`src/rtl/ps2rx_fifo.sv`:
```
`default_nettype none
// ============================================================================
// Module   : ps2rx_fifo
// Purpose  : PS/2 device-to-host receiver with glitch-filtered clock, full
//            11-bit frame checking, frame timeout and FWFT receive FIFO.
// Revision : 1.0 - initial release
// ============================================================================
module ps2rx_fifo #(
    parameter int FILTER_LEN     = 8,
    parameter int TIMEOUT_CYCLES = 32767,
    parameter int DEPTH_LOG2     = 3,
    parameter bit CHECK_PARITY   = 1'b1
) (
    input  logic                  clk,
    input  logic                  reset,
    input  logic                  ps2_clk,
    input  logic                  ps2_data,
    input  logic                  rden,
    output logic [7:0]            q,
    output logic                  dsr,
    output logic [DEPTH_LOG2:0]   level,
    output logic                  overflow,
    input  logic                  err_clr,
    output logic                  frame_err,
    output logic                  timeout
);

    localparam int                  c_DEPTH        = 1 << DEPTH_LOG2;
    localparam int                  c_TW           = $clog2(TIMEOUT_CYCLES + 1);
    localparam logic [c_TW-1:0]     c_TIMER_RELOAD = c_TW'(TIMEOUT_CYCLES);
    localparam logic [c_TW-1:0]     c_TIMER_ONE    = c_TW'(1);
    localparam logic [7:0]          c_FILT_LAST    = 8'(FILTER_LEN - 1);
    localparam logic [DEPTH_LOG2:0] c_FULL         = (DEPTH_LOG2 + 1)'(c_DEPTH);
    localparam logic [DEPTH_LOG2:0] c_LEVEL_ONE    = (DEPTH_LOG2 + 1)'(1);
    localparam logic [DEPTH_LOG2-1:0] c_PTR_ONE    = DEPTH_LOG2'(1);

    typedef enum logic [1:0] {
        ST_IDLE   = 2'd0,
        ST_DATA   = 2'd1,
        ST_PARITY = 2'd2,
        ST_STOP   = 2'd3
    } state_t;

    // ------------------------------------------------------------------
    // Input synchronisers and clock glitch filter
    // ------------------------------------------------------------------
    logic       r_clk_s1;
    logic       r_clk_s2;
    logic       r_dat_s1;
    logic       r_dat_s2;
    logic       r_filt;
    logic [7:0] r_fcnt;
    logic       r_strobe;

    always_ff @(posedge clk) begin
        if (reset) begin
            r_clk_s1 <= 1'b1;
            r_clk_s2 <= 1'b1;
            r_dat_s1 <= 1'b1;
            r_dat_s2 <= 1'b1;
        end else begin
            r_clk_s1 <= ps2_clk;
            r_clk_s2 <= r_clk_s1;
            r_dat_s1 <= ps2_data;
            r_dat_s2 <= r_dat_s1;
        end
    end

    // r_fcnt counts consecutive samples that disagree with the filtered level
    always_ff @(posedge clk) begin
        if (reset) begin
            r_filt   <= 1'b1;
            r_fcnt   <= '0;
            r_strobe <= 1'b0;
        end else begin
            r_strobe <= 1'b0;
            if (r_clk_s2 == r_filt) begin
                r_fcnt <= '0;
            end else if (r_fcnt == c_FILT_LAST) begin
                r_filt   <= r_clk_s2;
                r_fcnt   <= '0;
                r_strobe <= r_filt;
            end else begin
                r_fcnt <= r_fcnt + 8'd1;
            end
        end
    end

    // ------------------------------------------------------------------
    // Frame FSM
    // ------------------------------------------------------------------
    state_t          r_state;
    state_t          w_state_nxt;
    logic [2:0]      r_bitcnt;
    logic [2:0]      w_bitcnt_nxt;
    logic [7:0]      r_shift;
    logic [7:0]      w_shift_nxt;
    logic            r_par;
    logic            w_par_nxt;
    logic [c_TW-1:0] r_timer;
    logic [c_TW-1:0] w_timer_nxt;
    logic            r_push;
    logic            w_push_nxt;
    logic [7:0]      r_push_byte;
    logic            r_frame_err;
    logic            w_frame_err_nxt;
    logic            r_timeout;
    logic            w_timeout_nxt;
    logic            w_frame_ok;

    assign w_frame_ok = r_dat_s2 && (!CHECK_PARITY || (^{r_shift, r_par}));

    always_comb begin
        w_state_nxt     = r_state;
        w_bitcnt_nxt    = r_bitcnt;
        w_shift_nxt     = r_shift;
        w_par_nxt       = r_par;
        w_timer_nxt     = r_timer;
        w_push_nxt      = 1'b0;
        w_frame_err_nxt = 1'b0;
        w_timeout_nxt   = 1'b0;

        // A strobe always wins over an expiring timer in the same cycle
        if (r_state != ST_IDLE) begin
            if (r_strobe) begin
                w_timer_nxt = c_TIMER_RELOAD;
            end else if (r_timer <= c_TIMER_ONE) begin
                w_timer_nxt   = '0;
                w_timeout_nxt = 1'b1;
                w_state_nxt   = ST_IDLE;
                w_bitcnt_nxt  = '0;
                w_shift_nxt   = '0;
            end else begin
                w_timer_nxt = r_timer - c_TIMER_ONE;
            end
        end

        if (r_strobe) begin
            case (r_state)
                ST_IDLE: begin
                    if (!r_dat_s2) begin
                        w_state_nxt  = ST_DATA;
                        w_bitcnt_nxt = '0;
                        w_shift_nxt  = '0;
                        w_timer_nxt  = c_TIMER_RELOAD;
                    end
                end
                ST_DATA: begin
                    w_shift_nxt  = {r_dat_s2, r_shift[7:1]};
                    w_bitcnt_nxt = r_bitcnt + 3'd1;
                    if (r_bitcnt == 3'd7) begin
                        w_state_nxt = ST_PARITY;
                    end
                end
                ST_PARITY: begin
                    w_par_nxt   = r_dat_s2;
                    w_state_nxt = ST_STOP;
                end
                ST_STOP: begin
                    w_push_nxt      = w_frame_ok;
                    w_frame_err_nxt = ~w_frame_ok;
                    w_state_nxt     = ST_IDLE;
                end
                default: w_state_nxt = ST_IDLE;
            endcase
        end
    end

    always_ff @(posedge clk) begin
        if (reset) begin
            r_state     <= ST_IDLE;
            r_bitcnt    <= '0;
            r_shift     <= '0;
            r_par       <= 1'b0;
            r_timer     <= '0;
            r_push      <= 1'b0;
            r_push_byte <= '0;
            r_frame_err <= 1'b0;
            r_timeout   <= 1'b0;
        end else begin
            r_state     <= w_state_nxt;
            r_bitcnt    <= w_bitcnt_nxt;
            r_shift     <= w_shift_nxt;
            r_par       <= w_par_nxt;
            r_timer     <= w_timer_nxt;
            r_push      <= w_push_nxt;
            r_push_byte <= r_shift;
            r_frame_err <= w_frame_err_nxt;
            r_timeout   <= w_timeout_nxt;
        end
    end

    assign frame_err = r_frame_err;
    assign timeout   = r_timeout;

    // ------------------------------------------------------------------
    // First-word-fall-through FIFO
    // ------------------------------------------------------------------
    logic [7:0]            r_mem [c_DEPTH];
    logic [DEPTH_LOG2-1:0] r_wrptr;
    logic [DEPTH_LOG2-1:0] r_rdptr;
    logic [DEPTH_LOG2:0]   r_level;
    logic                  r_overflow;
    logic                  w_empty;
    logic                  w_full;
    logic                  w_pop;
    logic                  w_wr;
    logic                  w_drop;

    assign w_empty = (r_level == '0);
    assign w_full  = (r_level == c_FULL);
    assign w_pop   = rden & ~w_empty;
    // When full, a simultaneous pop frees the slot the push overwrites
    assign w_wr    = r_push & (~w_full | w_pop);
    assign w_drop  = r_push & w_full & ~w_pop;

    always_ff @(posedge clk) begin
        if (w_wr) begin
            r_mem[r_wrptr] <= r_push_byte;
        end
    end

    always_ff @(posedge clk) begin
        if (reset) begin
            r_wrptr    <= '0;
            r_rdptr    <= '0;
            r_level    <= '0;
            r_overflow <= 1'b0;
        end else begin
            if (w_wr) begin
                r_wrptr <= r_wrptr + c_PTR_ONE;
            end
            if (w_pop) begin
                r_rdptr <= r_rdptr + c_PTR_ONE;
            end
            case ({w_wr, w_pop})
                2'b10:   r_level <= r_level + c_LEVEL_ONE;
                2'b01:   r_level <= r_level - c_LEVEL_ONE;
                default: r_level <= r_level;
            endcase
            if (w_drop) begin
                r_overflow <= 1'b1;
            end else if (err_clr) begin
                r_overflow <= 1'b0;
            end
        end
    end

    assign q        = w_empty ? 8'h00 : r_mem[r_rdptr];
    assign dsr      = ~w_empty;
    assign level    = r_level;
    assign overflow = r_overflow;

endmodule
`default_nettype wire

```
`config.mk`:
```
export PLATFORM = sky130hd
export DESIGN_NAME = ps2rx_fifo
export DESIGN_NICKNAME = d
export VERILOG_FILES = /design/src/rtl/ps2rx_fifo.sv
export SDC_FILE = /design/constraint.sdc
export NUM_CORES = 1
export LEC_CHECK = 0
export ABC_AREA = 1
export BUFFER_PORTS_ARGS = -buffer_cell sky130_fd_sc_hd__buf_2
export CORE_MARGIN = 5
export CORE_UTILIZATION = 60
export CTS_CLUSTER_SIZE = 10
export DETAILED_ROUTE_END_ITERATION = 10
export GPL_ROUTABILITY_DRIVEN = 0
export HOLD_SLACK_MARGIN = 0.02
export PLACE_DENSITY = 0.78
export SETUP_SLACK_MARGIN = 0.2
export SLEW_MARGIN = 40
export SYNTH_ARGS = -nofsm -noshare
export SYNTH_HDL_FRONTEND = slang
export SYNTH_SLANG_ARGS = --single-unit
```
`constraint.sdc`:
```
create_clock -name clk -period 2.33 [get_ports clk]
set_input_delay 0.233 -clock clk [delete_from_list [all_inputs] [get_ports clk]]
set_output_delay 0.233 -clock clk [all_outputs]
set_load 0.01 [all_outputs]
```
# --- After elaboration in Yosys (flattened, before gate mapping) ---
# Memory sizes are Yosys's and may differ from the RTL's. A register that Yosys moved wholly into a read port is not among the register bits.
# Cells that the tools add are included.
classes:
  add_sub_neg: 7
  magnitude_cmp: 1
  n_eq_ne: 9
  n_mux: 34
  bitwise_logic: 14
  reduce_logical: 13
op_table:
  columns: ["cell", "n"]
  rows:
  - ["two-way mux 15 bit", 6]
  - ["two-way mux 8 bit", 6]
  - ["two-way mux 3 bit", 7]
  - ["case mux 8 bit (2 select lines)", 1]
  - ["<= comparator 15 x 1 -> 1 bit, second input constant", 1]
  - ["subtractor 15 x 1 -> 15 bit, second input constant", 1]
  - ["two-way mux 2 bit", 6]
  - ["OR reduction 3 bit", 4]
  - ["adder 3 x 1 -> 3 bit, second input constant", 3]
  - ["inverter 1 bit", 9]
  - ["parity 9 bit", 1]
  - ["adder 8 x 1 -> 8 bit, second input constant", 1]
  - ["== test 8 x 3 -> 1 bit, second input constant", 1]
  - ["case mux 2 bit (4 select lines)", 1]
  - ["case mux 4 bit (2 select lines)", 1]
  - ["== test 2 bit, second input constant", 3]
  - ["case mux 3 bit (2 select lines)", 1]
  - ["nonzero test 2 bit", 3]
  - ["two-way mux 1 bit", 5]
  - ["adder 4 x 1 -> 4 bit, second input constant", 1]
  - ["AND 1 bit", 4]
  - ["== test 2 x 1 -> 1 bit, second input constant", 2]
  - ["== test 4 bit, second input constant", 1]
  - ["logical NOT 4 bit", 1]
  - ["other kinds (7)", 8]
totals:
  ff_bits: 65
  mem_bits_rw: 64
  word_cells: 99
  n_memories: 1
memory_table:
  columns: ["memory", "words", "width", "rd", "rd_clocked_by_memory_dff", "write_ports", "line_no", "source"]
  rows:
  - ["r_mem", 8, 8, 1, 1, 1, "199", "logic [7:0] r_mem [c_DEPTH];"]

# --- Longest topological paths before layout ---
# Gate-level depths: netlist (run 1).
logic_depth:
  word_depth: 7
  depth_mapped: 14
  depth_no_buf: 14

# --- Worst setup path after synthesis (run 1) ---
# Ideal clock, no wire load.
synth_timing:
  path_type: "register to register"
  startpoint: "register r_level[0] (netlist: level[0])"
  endpoint: "register r_level[3] (netlist: level[3])"
  setup_ns: 0.113
  t_arrival_ns: 2.020
  setup_slack_ns: 0.197
  path_stages_with_launch: 14
  period_less_slack_ns: 2.133
  path_cell_list: "dfxtp_1 > nor2_1 > nand3_2 > nand2_1 > inv_1 > ha_1 > ha_1 > nand2_1 > nand2_1 > a21oi_1 > o21ai_0 > a21o_1 > nor2_1 > nor2_1"
synth_between:
  elab_chain_cells: 7
  elab_cells_between_ends: 13
synth_lines:
  columns: ["element", "line_no", "source"]
  rows:
  - ["start, declared", "202", "logic [DEPTH_LOG2:0] r_level;"]
  - ["start signal, assigned", "237", "2'b10: r_level <= r_level + c_LEVEL_ONE;"]
  - ["start signal, assigned", "238", "2'b01: r_level <= r_level - c_LEVEL_ONE;"]
  - ["start signal, assigned", "239", "default: r_level <= r_level;"]
  - ["logical NOT 4 bit (*)", "210", "assign w_empty = (r_level == '0);"]
  - ["inverter 1 bit (*)", null, null]
  - ["named net dsr", "20", "output logic dsr,"]
  - ["AND 1 bit (*)", "212", "assign w_pop = rden & ~w_empty;"]
  - ["named net w_pop", "206", "logic w_pop;"]
  - ["OR 1 bit", "214", "assign w_wr = r_push & (~w_full | w_pop);"]
  - ["AND 1 bit", "214", null]
  - ["== test 2 x 1 -> 1 bit / == test 2 bit (equally long branches)", "236", "case ({w_wr, w_pop})"]
  - ["case mux 4 bit (2 select lines) / nonzero test 2 bit (equally long branches)", null, null]
# Mark *: on every way through the listed nets, which the timed path passes. The rest lies on a longest branch.
# A chain may end at the register's enable or synchronous reset.

==> run metrics, run 1 <==
status=completed; Final setup viols=0; Initial Utilization=0.615; core area=9240 um2; vias in the first global route=4171; smallest setup slack after layout=0.306 ns; DR vias=4289; Rows=35; area occupied by multi-input gates=2170 um2; wire length per cell=15.0 um; largest net degree at the start of global routing=33; WP data required=2.10 ns; Lkg Pwr=0.00277 uW; Die Wd=107 um; slew of the pin with the lowest slew margin=0.596 ns; most common cell after layout, fill and taps aside=nor2_1; grt ovf=0; Post-synth EDFFs=64; n_diodes=0; Max FO, Critical Path=18; Largest delay share family, worst path=flip-flops; data arrival time of the worst path=1.79 ns; Bufs on Longest Clock Path=2; clk_lat worst skew=0.52 ns; Mapped Cells=605; worst relative slew slack=0.601; area grow syn2layout=20.0%; Mapped Area=5680 um2; Final period util=0.869; share of cells above drive strength 1=0.194; DIE HEIGHT=107 um; Die ar.=11500 um2; Final Max Tran Viols=0; Synth async-reset ratio=0; Post-synth top flop=dfxtp_1; DP Worst Slack=0.129 ns; cell mode on critical path=nor2_1; syn nets=622; DR pass1 iterations=4; post-synthesis sequential area ratio=0.578; Peak VDD IR=0.000519 V; syn avg cell area=9.39 um2; Reg area=3290 um2; crit path kind=flip-flop to primary output; wirelength, routed=11.9 mm; post-synth cell types=38; critical path buffer and inverter count=3; Max-cap violations=0; cell taking the most area after synthesis=edfxtp_1; number of buffers created by CTS=17; drt drc=0; Clock Skew=0.00978 ns; RSZ-0062 raised after global routing=yes; Power Dens Cells=987 nW/um2; Yosys warning count=0; CTS tree=built; synth top area cells=edfxtp_1, dfxtp_1, nor2_1; setup_tns=0 ns; cells along the critical path=inv_2 > buf_12 > nor2_1 > o32ai_1 > o21ai_0 > nor2_1 > buf_2; Final Hold Vio Count=0; nets@finish=668; FMAX=494 MHz; post-DP HPWL=7.69 mm; Yosys top cell area share=0.338; commonest cells after routing, fill and taps aside=nor2_1, nand2_1, dfxtp_1, edfxtp_1, inv_1; initial antenna violation count=0; clk root buf=clkbuf_8; Global Route Usage Sum=0.217; Setup crit end kind=primary output; H-tree depth=4; clk slew on worst S/H paths=0.06 ns; Vias/cell=5.41; CTS Sinks=132; first-pass GRT wire length=19.9 mm; register bit count reported by yosys=132; # IOs=22; port bufs=21; element type at the critical path start=flip-flop; slowest stage delay, CP=0.39 ns; critical path's slowest cell=dfxtp_2; crit path time final=2.02 ns; fillcell total=644; remaining antenna violation count=0; worst min-delay path class=primary input to flip-flop; starting DRC count in detailed routing=253
[where the power goes]
group	internal, uW	switching, uW	total, uW
sequential	2470	79.1	2550
clock	1740	1010	2750
combinational	610	816	1430
total	4830	1900	6730
[Yosys cell counts, types with 4 or more instances]
| library cell | instances |
|---|---|
| nand2_1 | 82 |
| nand3_1 | 22 |
| nor3_1 | 4 |
| or2_2 | 4 |
| a21oi_2 | 10 |
| a21oi_1 | 32 |
| edfxtp_1 | 64 |
| buf_2 | 5 |
| clkbuf_1 | 10 |
| inv_1 | 59 |
| nor2_1 | 114 |
| ha_1 | 10 |
| nand4_1 | 6 |
| o22ai_1 | 5 |
| o32ai_1 | 16 |
| dfxtp_1 | 68 |
| o21ai_0 | 42 |
| o211ai_1 | 4 |
| nor2_2 | 6 |
| xor2_1 | 4 |
| xnor2_1 | 4 |
| a31oi_1 | 5 |
[per-stage QoR]
stage | util | instances | hold slack (ns) | area [um2] | total power, uW
2_1_floorplan | - | 605 | 0.337 | 5680 | 3350
3_3_place_gp | 0.646 | 753 | 0.394 | 5970 | 3660
3_5_place_dp | 0.646 | 753 | 0.410 | 5970 | 3730
4_1_cts | 0.720 | 790 | 0.129 | 6660 | 6490
5_1_grt | 0.737 | 793 | 0.114 | 6810 | 7050
6_report | 0.737 | 793 | 0.106 | 6810 | 6730
[tightest hold or removal path: stages]
cell and delay, ns:
buf_2 0.11, nand2_2 0.07, inv_4 0.09, a21oi_1 0.07
[cell families (layout without fill, tap and decap cells)]
group / Yosys count / in the layout / synth area share
and+or+nand+nor: 254 / 254 / 0.197
xor gates and xnor gates: 8 / 8 / 0.0123
adders and majority gates: 11 / 11 / 0.0256
buffers and inverters: 80 / 139 / 0.0579
DFF: 132 / 132 / 0.578
AOI/OAI and AO/OA: 120 / 120 / 0.129
[per-layer routing]
metal  wire length, um  up-vias  GRT usage
li1                  -     2157          -
met1              4900     2035      0.253
met2              6500       89      0.397
met3               406        8     0.0474
met4                92        0     0.0694
met5                 0        -          0
[area by class of cell]
class | instances | area share
inverter | 62 | 0.0345
clock buffer | 17 | 0.0608
timing repair buffer | 45 | 0.0490
clock inverter | 15 | 0.0301
sequential | 132 | 0.483
multi-input combinational | 393 | 0.319
tap | 129 | 0.0237
[path summary, 6_finish.rpt]
| path | start | end | slack (ns) | depth (start not counted) |
|---|---|---|---|---|
| setup / recovery | flip-flop | q[4] | 0.31 | 7 |
| hold / removal | rden | flip-flop | 0.11 | 4 |
| setup reg to reg | level[0]$_SDFFE_PP0P_ | level[3]$_SDFFE_PP0P_ | 0.32 | 14 |
| hold reg to reg | r_dat_s1$_SDFF_PP1_ | r_dat_s2$_SDFF_PP1_ | 0.43 | 1 |
[registers in the layout, summed over array words and instances (netlist names), 2 cells and up, named ones only]
| name | count |
|---|---|
| r_bitcnt | 3 |
| r_state | 2 |
| level | 4 |
| r_push_byte | 8 |
| r_rdptr | 3 |
| r_shift | 8 |
| r_wrptr | 3 |
| r_timer | 15 |
| r_mem | 64 |
| r_fcnt | 8 |
[timing repair]
item | CTS | global route
hold buffers | 5 | 0
hold endpoints to repair | 4 | 0
buffers inserted | 0 | 3
resized for setup | 4 | 36
pin swaps | 1 | 8
endpoints found under the setup margin | 5 | 9
(Power assumes the default switching activity.)
==> run 2, diff against run 1 <==
clock period = 2.55 ns   (was 2.33 ns; I/O delays follow)
==> run metrics, run 2 (synthesized netlist as in run 1, its figures left out) <==
status=completed; port bufs=21; commonest cells after routing, fill and taps aside=nor2_1, nand2_1, dfxtp_1; nets@finish=664; largest net degree at the start of global routing=34; max FFs per register=64; most common cell after layout, fill and taps aside=nor2_1; Die Wd=107 um; worst r2r dst=level[3]$_SDFFE_PP0P_; Clock Skew=0.0166 ns; WP data required=3.00 ns; setup_tns=0 ns; Combinational Power Share=0.198; n_diodes=0; clk root buf=clkbuf_8; Psw=1630 uW; r2r startpoint=level[1]$_SDFFE_PP0P_; Lkg Pwr=0.00271 uW; Worst R2R Path Depth=14; DR vias=4199; first-pass GRT wire length=18.9 mm; H-tree depth=4; slew of the pin with the lowest slew margin=0.676 ns; RSZ-0062 raised after global routing=no; Final Max Tran Viols=0; cells along the critical path=nor2_2 > nand3_2 > nand2_1 > inv_1 > ha_1 > ha_1 > nand2_1 > nand2_1 > a21oi_2 > o21ai_0 > a21o_1 > nand2_1 > nand2_1 > nor2_1; drt drc=0; grt ovf=0; clk_lat worst skew=0.52 ns; element type at the critical path start=flip-flop; core area=9240 um2; Vias/cell=5.32; DIE HEIGHT=107 um; cell mode on critical path=nand2_1; crit path kind=flip-flop to flip-flop; Final Hold Vio Count=0; Power Dens Cells=864 nW/um2; Initial Utilization=0.615; Clock power frac=0.401; vias in the first global route=4216; Die ar.=11500 um2; total chip power=5720 uW; Largest Register=r_mem; wire length per cell=14.1 um; worst reg-to-reg setup slack=0.34 ns; FMAX=453 MHz; slowest stage delay, CP=0.36 ns; share of cells above drive strength 1=0.161; initial antenna violation count=0; number of buffers created by CTS=17; Max FO, Critical Path=7; Sw Share=0.285; CP startpoint=level[1]$_SDFFE_PP0P_; remaining antenna violation count=0; sequential fraction of design power=0.401; worst min-delay path class=primary input to flip-flop; data arrival time of the worst path=2.66 ns; fillcell total=662; crit path time final=2.21 ns; starting DRC count in detailed routing=243; Bufs on Longest Clock Path=2; clk slew on worst S/H paths=0.06 ns; worst relative slew slack=0.548; # IOs=22; CTS tree=built; end of the critical path=level[3]$_SDFFE_PP0P_; Final period util=0.867; CTS Sinks=132; biggest regs=r_mem: 64 flops, r_timer: 15 flops; Final setup viols=0; Global Route Usage Sum=0.206; Setup crit end kind=flip-flop; critical path's slowest cell=dfxtp_1; area grow syn2layout=16.6%; post-DP HPWL=7.36 mm; Peak VDD IR=0.000662 V; Rows=35; Internal=4090 uW; DR pass1 iterations=4; wirelength, routed=11.2 mm; Max-cap violations=0
run 2: critical path, delay by kind of cell (launching register included):
family	cells	cell delay, ns
AO/OA/AOI/OAI	3	0.43
adder cells (fa/ha/maj)	2	0.55
buffers and inverters	1	0.11
flip-flops	1	0.36
AND/OR/NAND/NOR	8	0.69
run 2: metal layers:
metal	vias up	track usage	routed length, um
li1	2139	-	-
met1	1970	0.242	4760
met2	75	0.369	5930
met3	15	0.0492	329
met4	0	0.0712	126
met5	-	0	0
run 2: layout make-up:
type                       count  area, um2  area share
clock buffer                  17        414      0.0625
clock inverter                15        156      0.0236
inverter                      62        233      0.0351
multi-input combinational    393       2090       0.316
sequential                   132       3280       0.496
tap                          129        161      0.0244
timing repair buffer          41        285      0.0431
run 2: power by group through the flow:
stage	combinational [uW]	sequential, uW	clock, uW
2_1_floorplan	705	2350	0
3_3_place_gp	993	2330	0
3_5_place_dp	1040	2330	0
4_1_cts	1070	2290	2330
5_1_grt	1270	2300	2430
6_report	1130	2300	2290
run 2: worst min-delay path by stage:
stage                   startpoint                     to  slack, ns  depth (start not counted)
2_1_floorplan              ps2_clk    r_clk_s1$_SDFF_PP1_       0.36                          1
3_3_place_gp   r_dat_s1$_SDFF_PP1_    r_dat_s2$_SDFF_PP1_       0.40                          1
3_5_place_dp   r_clk_s1$_SDFF_PP1_    r_clk_s2$_SDFF_PP1_       0.40                          1
4_1_cts                       rden  overflow$_SDFFE_PP0P_       0.06                          4
5_1_grt                       rden  overflow$_SDFFE_PP0P_       0.08                          4
6_report                      rden  overflow$_SDFFE_PP0P_       0.08                          4
run 2: through the flow:
step                      instance area (um2)  cells  setup WS [ns]  hold WS (ns)   util
after global placement                   5950    750          0.506         0.397  0.644
final                                    6620    789          0.340        0.0758  0.717
after floorplan                          5680    605          0.417         0.359      -
after global routing                     6620    789          0.181        0.0807  0.717
after detailed placement                 5950    750          0.298         0.401  0.644
after CTS                                6580    788          0.257        0.0649  0.712
run 2: what timing repair did:
action,4_1_cts,5_1_grt
buffers inserted,0,1
endpoints found under the hold margin,4,0
setup endpoints to repair,2,8
hold buffers,6,0
pin swaps,0,1
gates resized for setup,1,8
